$ cat config.mk
export PLATFORM = sky130hd
export DESIGN_NAME = pipeline_run_ctrl_flat
export DESIGN_NICKNAME = d
export VERILOG_FILES = /design/src/rtl/pipeline_run_pkg.sv /design/src/rtl/pipeline_run_ctrl_if.sv /design/src/rtl/pipeline_run_ctrl_sat_counter.sv /design/src/rtl/pipeline_run_ctrl.sv /design/src/flat_wrapper.sv
export SDC_FILE = /design/constraint.sdc
export NUM_CORES = 1
export LEC_CHECK = 0
export CORE_MARGIN = 3
export CORE_UTILIZATION = 45
export CTS_CLUSTER_SIZE = 8
export DETAILED_ROUTE_END_ITERATION = 10
export GPL_TIMING_DRIVEN = 0
export MAX_ROUTING_LAYER = met4
export PLACE_DENSITY_LB_ADDON = 0.15
export REMOVE_ABC_BUFFERS = 1
export SLEW_MARGIN = 20
export SYNTH_ARGS = -nofsm -noshare
export SYNTH_HDL_FRONTEND = slang
export SYNTH_SLANG_ARGS = --single-unit
export TNS_END_PERCENT = 1
$ cat constraint.sdc
create_clock -name clk -period 2.1 [get_ports clk]
set_input_delay 0.315 -clock clk [delete_from_list [all_inputs] [get_ports clk]]
set_output_delay 0.315 -clock clk [all_outputs]
set_load 0.005 [all_outputs]
$ cat src/rtl/pipeline_run_pkg.sv
// -----------------------------------------------------------------------------
// pipeline_run_pkg
// Shared definitions for the pipeline run controller:
//   - run_state_t : controller state encoding (IDLE=0, INIT=1, RUN=2, DONE=3)
//   - STOP_W      : width of the stop_reason field
//   - STOP_*      : stop_reason codes (NONE, LIMIT, HALT, BKPT)
// -----------------------------------------------------------------------------
package pipeline_run_pkg;

  typedef enum logic [1:0] {
    ST_IDLE = 2'd0,
    ST_INIT = 2'd1,
    ST_RUN  = 2'd2,
    ST_DONE = 2'd3
  } run_state_t;

  localparam int unsigned STOP_W = 2;

  localparam logic [STOP_W-1:0] STOP_NONE  = 2'd0;
  localparam logic [STOP_W-1:0] STOP_LIMIT = 2'd1;
  localparam logic [STOP_W-1:0] STOP_HALT  = 2'd2;
  localparam logic [STOP_W-1:0] STOP_BKPT  = 2'd3;

endpackage

$ cat src/rtl/pipeline_run_ctrl_if.sv
// -----------------------------------------------------------------------------
// pipeline_run_ctrl_if
// Control/status bundle between a host (master) and the run controller (slave).
//   master -> slave : start, step_mode, step, halt_req
//                     (+ pc, bkpt_pc, bkpt_valid when RUN_CTRL_BKPT_EN is defined)
//   slave -> master : cpu_rst, cpu_en, cycle_cnt[CNT_W], running, done,
//                     stop_reason[STOP_W]
// Optional feature macro: RUN_CTRL_BKPT_EN (adds the breakpoint signals).
// -----------------------------------------------------------------------------
interface pipeline_run_ctrl_if
  import pipeline_run_pkg::*;
#(
  parameter int unsigned CNT_W = 16
);

  logic              start;
  logic              step_mode;
  logic              step;
  logic              halt_req;
  logic              cpu_rst;
  logic              cpu_en;
  logic [CNT_W-1:0]  cycle_cnt;
  logic              running;
  logic              done;
  logic [STOP_W-1:0] stop_reason;

`ifdef RUN_CTRL_BKPT_EN
  logic [31:0]       pc;
  logic [31:0]       bkpt_pc;
  logic              bkpt_valid;

  modport master (
    output start, step_mode, step, halt_req, pc, bkpt_pc, bkpt_valid,
    input  cpu_rst, cpu_en, cycle_cnt, running, done, stop_reason
  );

  modport slave (
    input  start, step_mode, step, halt_req, pc, bkpt_pc, bkpt_valid,
    output cpu_rst, cpu_en, cycle_cnt, running, done, stop_reason
  );
`else
  modport master (
    output start, step_mode, step, halt_req,
    input  cpu_rst, cpu_en, cycle_cnt, running, done, stop_reason
  );

  modport slave (
    input  start, step_mode, step, halt_req,
    output cpu_rst, cpu_en, cycle_cnt, running, done, stop_reason
  );
`endif

endinterface

$ cat src/rtl/pipeline_run_ctrl_sat_counter.sv
// -----------------------------------------------------------------------------
// sat_counter
// Up-counter that sticks at all-ones instead of wrapping.
//   clk   : clock, rising edge
//   clear : synchronous clear to zero (wins over inc)
//   inc   : advance by one unless already saturated
//   count : registered count value [WIDTH]
// -----------------------------------------------------------------------------
module sat_counter #(
  parameter int unsigned WIDTH = 8
) (
  input  logic             clk,
  input  logic             clear,
  input  logic             inc,
  output logic [WIDTH-1:0] count
);

  logic [WIDTH-1:0] count_reg;

  always_ff @(posedge clk) begin
    if (clear) begin
      count_reg <= '0;
    end else if (inc && (count_reg != '1)) begin
      count_reg <= count_reg + WIDTH'(1);
    end
  end

  assign count = count_reg;

endmodule

$ cat src/rtl/pipeline_run_ctrl.sv
// -----------------------------------------------------------------------------
// pipeline_run_ctrl
// Sequences the pipeline core through reset, an INIT_CYCLES reset hold and a
// bounded (RUN_CYCLES) or unbounded run, in free-run or single-step mode.
// Counts enabled cycles and records why the run stopped.
//   Parameters : INIT_CYCLES (>=1), RUN_CYCLES (0 = unlimited), CNT_W
//   clk        : system clock, rising edge
//   rst        : synchronous active-high reset
//   bus        : pipeline_run_ctrl_if.slave (start/step/halt in,
//                cpu_rst/cpu_en/cycle_cnt/running/done/stop_reason out)
// Optional feature macro: RUN_CTRL_BKPT_EN (PC breakpoint stop, reason BKPT).
// -----------------------------------------------------------------------------
module pipeline_run_ctrl
  import pipeline_run_pkg::*;
#(
  parameter int unsigned INIT_CYCLES = 5,
  parameter int unsigned RUN_CYCLES  = 24,
  parameter int unsigned CNT_W       = 16
) (
  input  logic                clk,
  input  logic                rst,
  pipeline_run_ctrl_if.slave  bus
);

  // The hold counter only has to reach INIT_CYCLES-1.
  localparam int unsigned INIT_W = (INIT_CYCLES < 2) ? 1 : $clog2(INIT_CYCLES);
  localparam logic [INIT_W-1:0] INIT_LAST = INIT_W'(INIT_CYCLES - 1);
  localparam bit                LIMIT_EN  = (RUN_CYCLES != 0);
  // Stop is decided while the final enabled cycle is in progress, i.e. when
  // the count is one short of the limit.
  localparam logic [CNT_W-1:0]  LIMIT_M1  = CNT_W'(RUN_CYCLES - 1);

  run_state_t        state_reg;
  logic              cpu_rst_reg;
  logic              cpu_en_reg;
  logic              running_reg;
  logic              done_reg;
  logic [STOP_W-1:0] reason_reg;

  logic [CNT_W-1:0]  cycle_cnt;
  logic [INIT_W-1:0] init_cnt;

  logic start_accept;
  logic cnt_clear;
  logic halt_hit;
  logic bkpt_hit;
  logic limit_hit;
  logic en_next;

  assign start_accept = bus.start && ((state_reg == ST_IDLE) || (state_reg == ST_DONE));
  assign cnt_clear    = rst || start_accept;

  sat_counter #(
    .WIDTH (CNT_W)
  ) u_cycle_cnt (
    .clk   (clk),
    .clear (cnt_clear),
    .inc   (cpu_en_reg),
    .count (cycle_cnt)
  );

  sat_counter #(
    .WIDTH (INIT_W)
  ) u_init_cnt (
    .clk   (clk),
    .clear (cnt_clear),
    .inc   (state_reg == ST_INIT),
    .count (init_cnt)
  );

  assign halt_hit  = bus.halt_req;
`ifdef RUN_CTRL_BKPT_EN
  assign bkpt_hit  = cpu_en_reg && bus.bkpt_valid && (bus.pc == bus.bkpt_pc);
`else
  assign bkpt_hit  = 1'b0;
`endif
  assign limit_hit = LIMIT_EN && cpu_en_reg && (cycle_cnt == LIMIT_M1);

  // Step mode grants exactly one enabled cycle per sampled step.
  assign en_next   = !bus.step_mode || bus.step;

  always_ff @(posedge clk) begin
    if (rst) begin
      state_reg   <= ST_IDLE;
      cpu_rst_reg <= 1'b1;
      cpu_en_reg  <= 1'b0;
      running_reg <= 1'b0;
      done_reg    <= 1'b0;
      reason_reg  <= STOP_NONE;
    end else begin
      case (state_reg)
        ST_IDLE: begin
          if (bus.start) begin
            state_reg <= ST_INIT;
          end
        end

        ST_INIT: begin
          if (init_cnt == INIT_LAST) begin
            state_reg   <= ST_RUN;
            cpu_rst_reg <= 1'b0;
            cpu_en_reg  <= en_next;
            running_reg <= 1'b1;
          end
        end

        ST_RUN: begin
          if (halt_hit || bkpt_hit || limit_hit) begin
            state_reg   <= ST_DONE;
            cpu_en_reg  <= 1'b0;
            running_reg <= 1'b0;
            done_reg    <= 1'b1;
            if (halt_hit) begin
              reason_reg <= STOP_HALT;
            end else if (bkpt_hit) begin
              reason_reg <= STOP_BKPT;
            end else begin
              reason_reg <= STOP_LIMIT;
            end
          end else begin
            cpu_en_reg <= en_next;
          end
        end

        ST_DONE: begin
          // Core is left out of reset so its state can be inspected.
          if (bus.start) begin
            state_reg   <= ST_INIT;
            cpu_rst_reg <= 1'b1;
            done_reg    <= 1'b0;
            reason_reg  <= STOP_NONE;
          end
        end

        default: begin
          state_reg <= ST_IDLE;
        end
      endcase
    end
  end

  assign bus.cpu_rst     = cpu_rst_reg;
  assign bus.cpu_en      = cpu_en_reg;
  assign bus.cycle_cnt   = cycle_cnt;
  assign bus.running     = running_reg;
  assign bus.done        = done_reg;
  assign bus.stop_reason = reason_reg;

endmodule

$ cat src/flat_wrapper.sv
// flat-port wrapper written by rule: the top's interface ports become plain ports
module pipeline_run_ctrl_flat import pipeline_run_pkg::*;
#(
  parameter int unsigned INIT_CYCLES = 5,
  parameter int unsigned RUN_CYCLES  = 24,
  parameter int unsigned CNT_W       = 16
)
  (clk, rst, bus_start, bus_step_mode, bus_step, bus_halt_req, bus_cpu_rst, bus_cpu_en, bus_cycle_cnt, bus_running, bus_done, bus_stop_reason);
  pipeline_run_ctrl_if #(.CNT_W(CNT_W)) bus_i ();
  input  logic clk;
  input  logic rst;
  input wire logic [$bits(bus_i.start)-1:0] bus_start;
  input wire logic [$bits(bus_i.step_mode)-1:0] bus_step_mode;
  input wire logic [$bits(bus_i.step)-1:0] bus_step;
  input wire logic [$bits(bus_i.halt_req)-1:0] bus_halt_req;
  output wire logic [$bits(bus_i.cpu_rst)-1:0] bus_cpu_rst;
  output wire logic [$bits(bus_i.cpu_en)-1:0] bus_cpu_en;
  output wire logic [$bits(bus_i.cycle_cnt)-1:0] bus_cycle_cnt;
  output wire logic [$bits(bus_i.running)-1:0] bus_running;
  output wire logic [$bits(bus_i.done)-1:0] bus_done;
  output wire logic [$bits(bus_i.stop_reason)-1:0] bus_stop_reason;
  assign bus_i.start = bus_start;
  assign bus_i.step_mode = bus_step_mode;
  assign bus_i.step = bus_step;
  assign bus_i.halt_req = bus_halt_req;
  assign bus_cpu_rst = bus_i.cpu_rst;
  assign bus_cpu_en = bus_i.cpu_en;
  assign bus_cycle_cnt = bus_i.cycle_cnt;
  assign bus_running = bus_i.running;
  assign bus_done = bus_i.done;
  assign bus_stop_reason = bus_i.stop_reason;
  pipeline_run_ctrl #(.INIT_CYCLES(INIT_CYCLES), .RUN_CYCLES(RUN_CYCLES), .CNT_W(CNT_W)) u_core (.clk(clk), .rst(rst), .bus(bus_i));
endmodule
==> run_results.csv <==
group,metric,value,unit
sta,totalNegativeSetupSlack,0,ns
grt,grt_pass1_vias,1259,
worst_setup_path,path_cells,"inv_1, ha_1, a21o_1, or4_1, o21ai_0",
final_layout,finalInstanceArea,1830,um^2
worst_setup_path,crit_type,"flip-flop to flip-flop",
worst_setup_path,rr_worst_depth,5,
pwr,power_switching,0.502,mW
worst_setup_path,cp_num_buf_inv,1,
floorplan,die_y,63.7,um
floorplan,rows,20,
sta,maxSlewViolCount,0,
grt,grt_pass1_wl,5530,um
worst_setup_path,critPathRequiredTime,2.37,ns
logic_synthesis,syn_area_per_cell,8.93,um^2
routing,drtAntennaViolNets,0,
sta,max_freq,530,MHz
logic_synthesis,syn_area,1500,um^2
routing,dr.pass1.iters,4,
sta,fin_crit_sh,0.899,
clocking,cts_sinks,27,
logic_synthesis,synth_edf_count,0,
pwr,ir_worst_vdd,0.572,mV
logic_synthesis,synth_top_area_cell,"dfxtp_1",
grt,grt_overflow,0,
pwr,pwr-share-seq,0.469,
worst_setup_path,crit_path_end_kind,"flip-flop",
clocking,clk_latency,0.32,ns
pwr,power_density,768,nW/um^2
logic_synthesis,netlist_top_cells_count,"27 x dfxtp_1, 27 x nor2_1, 13 x nand2_1",
logic_synthesis,syn_inst,168,
final_layout,nFillCells,307,
pwr,swShare,0.357,
routing,drc,0,
grt,grt_max_degree,17,
grt,grt_antenna_before_repair,0,
worst_setup_path,cp-start-kind,"flip-flop",
worst_setup_path,r2r_slack,0.21,ns
final_layout,nNetsFinal,209,
floorplan,die-area,4060,um^2
final_layout,layout-drive-gt1-share,0.0876,
sta,worst_slew_pin_slew,0.529,ns
floorplan,start_util,0.480,
pwr,total_power,1.41,mW
worst_setup_path,crit_family,"simple AND/OR/NAND/NOR gates",
worst_setup_path,slowest_delay,0.56,ns
placement,place_inst,234,
logic_synthesis,synth_top_area_share,0.360,
sta,hold_viol,0,
routing,drt_iter0_markers,39,
run_status,status,"complete, no violations",
pwr,p_leak,0.674,nW
placement,io_buffers,27,
placement,pre_cts_ws,0.0142,ns
final_layout,utilization,0.585,
clocking,post_cts_buffers,0,
worst_setup_path,crit_path_max_fanout,16,
floorplan,core-area,3130,um^2
worst_setup_path,crit_slowest_cell,"or4_1",
clocking,h-tree-depth,1,
routing,num_vias,1284,
final_layout,instances_no_fill,238,
clocking,cts_resized,0,
floorplan,io_pins,28,
floorplan,die_width,63.7,um
logic_synthesis,synthArstFlopShare,0,
logic_synthesis,yosysWarnings,0,
worst_setup_path,rr_endpoint,"u_core.u_cycle_cnt.count[6]$_SDFFE_PP0P_",
logic_synthesis,ys_types,47,
final_layout,insertedDiodeCount,0,
logic_synthesis,synth_area_leaders,"dfxtp_1 36%, nor2_1 6.8%, ha_1 6.7%",
worst_setup_path,crit_start,"u_core.state_reg[0]$_SDFFE_PP0P_",
routing,wl,3130,um
sta,hold_ws,0.480,ns
sta,period_needed,1.89,ns
clocking,root_buffer,"clkbuf_4",
worst_setup_path,rr_startpoint,"u_core.state_reg[0]$_SDFFE_PP0P_",
sta,rsz0062_at_grt,"no",
pwr,power_frac_comb,0.367,
final_layout,area_growth,22.0,%
placement,dp_hpwl,2380,um
sta,layout_setup_ws,0.212,ns
worst_setup_path,cp_num_cells,5,
final_layout,largest_reg_flops,16,
sta,setup_violations,0,
placement,place_congestion,0.878,
clocking,clockBufferDepth,2,
worst_setup_path,critPathCapture,"u_core.u_cycle_cnt.count[6]$_SDFFE_PP0P_",
hold_path,hp-class,"flip-flop to flip-flop",
logic_synthesis,seq_area_frac_synth,0.360,
placement,dpl_cell_area,1800,um^2
pwr,internal-power,0.903,mW
sta,clock_skew,0.00390,ns
clocking,cts_inserted_buffers,3,
clocking,clk_pin_slew,0.15,ns
logic_synthesis,synth_seq_cells,27,
logic_synthesis,synth-main-ff-cell,"dfxtp_1",
flow_run,cap_violations,0,
routing,wl_per_cell,13.2,um
sta,slew_headroom,0.647,
grt,gr-usage-all-layers,0.170,
clocking,cts_hold_buf,0,
routing,drt-vias-per-instance,5.39,
clocking,cts_tree,"built",
pwr,p_clk_frac,0.164,
worst_setup_path,cp.arrival,2.15,ns
## final cells by class
| cell class | count | area, um^2 | area share |
|---|---|---|---|
| Clock inverter | 1 | 5.00 | 0.00273 |
| Inverter | 6 | 22.5 | 0.0123 |
| Tap cell | 44 | 55.1 | 0.0301 |
| Clock buffer | 3 | 22.5 | 0.0123 |
| Multi-Input combinational cell | 130 | 915 | 0.500 |
| Sequential cell | 27 | 541 | 0.295 |
| Timing Repair Buffer | 27 | 270 | 0.148 |
## placed cells by master, fill, tap and decap left out, types with 2 or more instances in the layout
cell	Yosys	layout
o211ai_1	3	3
dfxtp_1	27	27
and3_1	3	3
xor2_1	9	9
nand4_1	3	3
clkbuf_4	0	3
nor2_1	27	27
o21ai_0	5	5
a31oi_1	2	2
nor3_1	2	2
ha_1	8	8
clkdlybuf4s50_1	0	27
o31ai_1	2	2
a21oi_1	9	9
and4bb_2	2	2
and2_1	2	2
inv_1	6	6
nand3_1	6	6
or4_1	2	2
mux2i_1	2	2
a211oi_1	2	2
nor4_4	3	3
nand2_1	13	13
nand2b_1	3	3
## worst min-delay path by stage
stage | startpoint | endpoint | slack (ns) | depth (start not counted)
2_1_floorplan | rst | u_core.bus.stop_reason[1]$_SDFFE_PP0P_ | 0.38 | 1
3_3_place_gp | u_core.bus.stop_reason[1]$_SDFFE_PP0P_ | u_core.bus.stop_reason[1]$_SDFFE_PP0P_ | 0.45 | 2
3_5_place_dp | u_core.bus.stop_reason[1]$_SDFFE_PP0P_ | u_core.bus.stop_reason[1]$_SDFFE_PP0P_ | 0.46 | 2
4_1_cts | u_core.bus.stop_reason[1]$_SDFFE_PP0P_ | u_core.bus.stop_reason[1]$_SDFFE_PP0P_ | 0.48 | 2
5_1_grt | u_core.bus.stop_reason[1]$_SDFFE_PP0P_ | u_core.bus.stop_reason[1]$_SDFFE_PP0P_ | 0.51 | 2
6_report | u_core.bus.stop_reason[1]$_SDFFE_PP0P_ | u_core.bus.stop_reason[1]$_SDFFE_PP0P_ | 0.48 | 2
## cells by family after synthesis
| kind of cell | count (synthesis) | synth area share |
|---|---|---|
| adders and majority gates | 8 | 0.0667 |
| muxes | 2 | 0.0133 |
| buffers and inverters | 11 | 0.0300 |
| xor gates and xnor gates | 10 | 0.0584 |
| and+or+nand+nor | 75 | 0.293 |
| AOI/OAI and AO/OA | 35 | 0.178 |
| DFF | 27 | 0.360 |
## routing by layer
layer,wire length (um),track usage,up-vias
met5,0,-,-
met4,38,0.0701,0
met3,106,0.0281,4
met2,1540,0.278,23
met1,1450,0.208,600
li1,-,-,657
## power by group through the flow
stage	logic, mW	registers (mW)	clock network, mW
5_1_grt	0.594	0.671	0.264
2_1_floorplan	0.347	0.660	0
6_report	0.516	0.659	0.230
3_5_place_dp	0.517	0.669	0
4_1_cts	0.520	0.658	0.237
3_3_place_gp	0.497	0.664	0
## worst register-to-register path: stages, from the launching register on
cell and delay, ns:
dfxtp_1 0.43, inv_1 0.06, ha_1 0.34, a21o_1 0.36
or4_1 0.56, o21ai_0 0.08
Note: power is estimated with default switching activity, not from simulation.
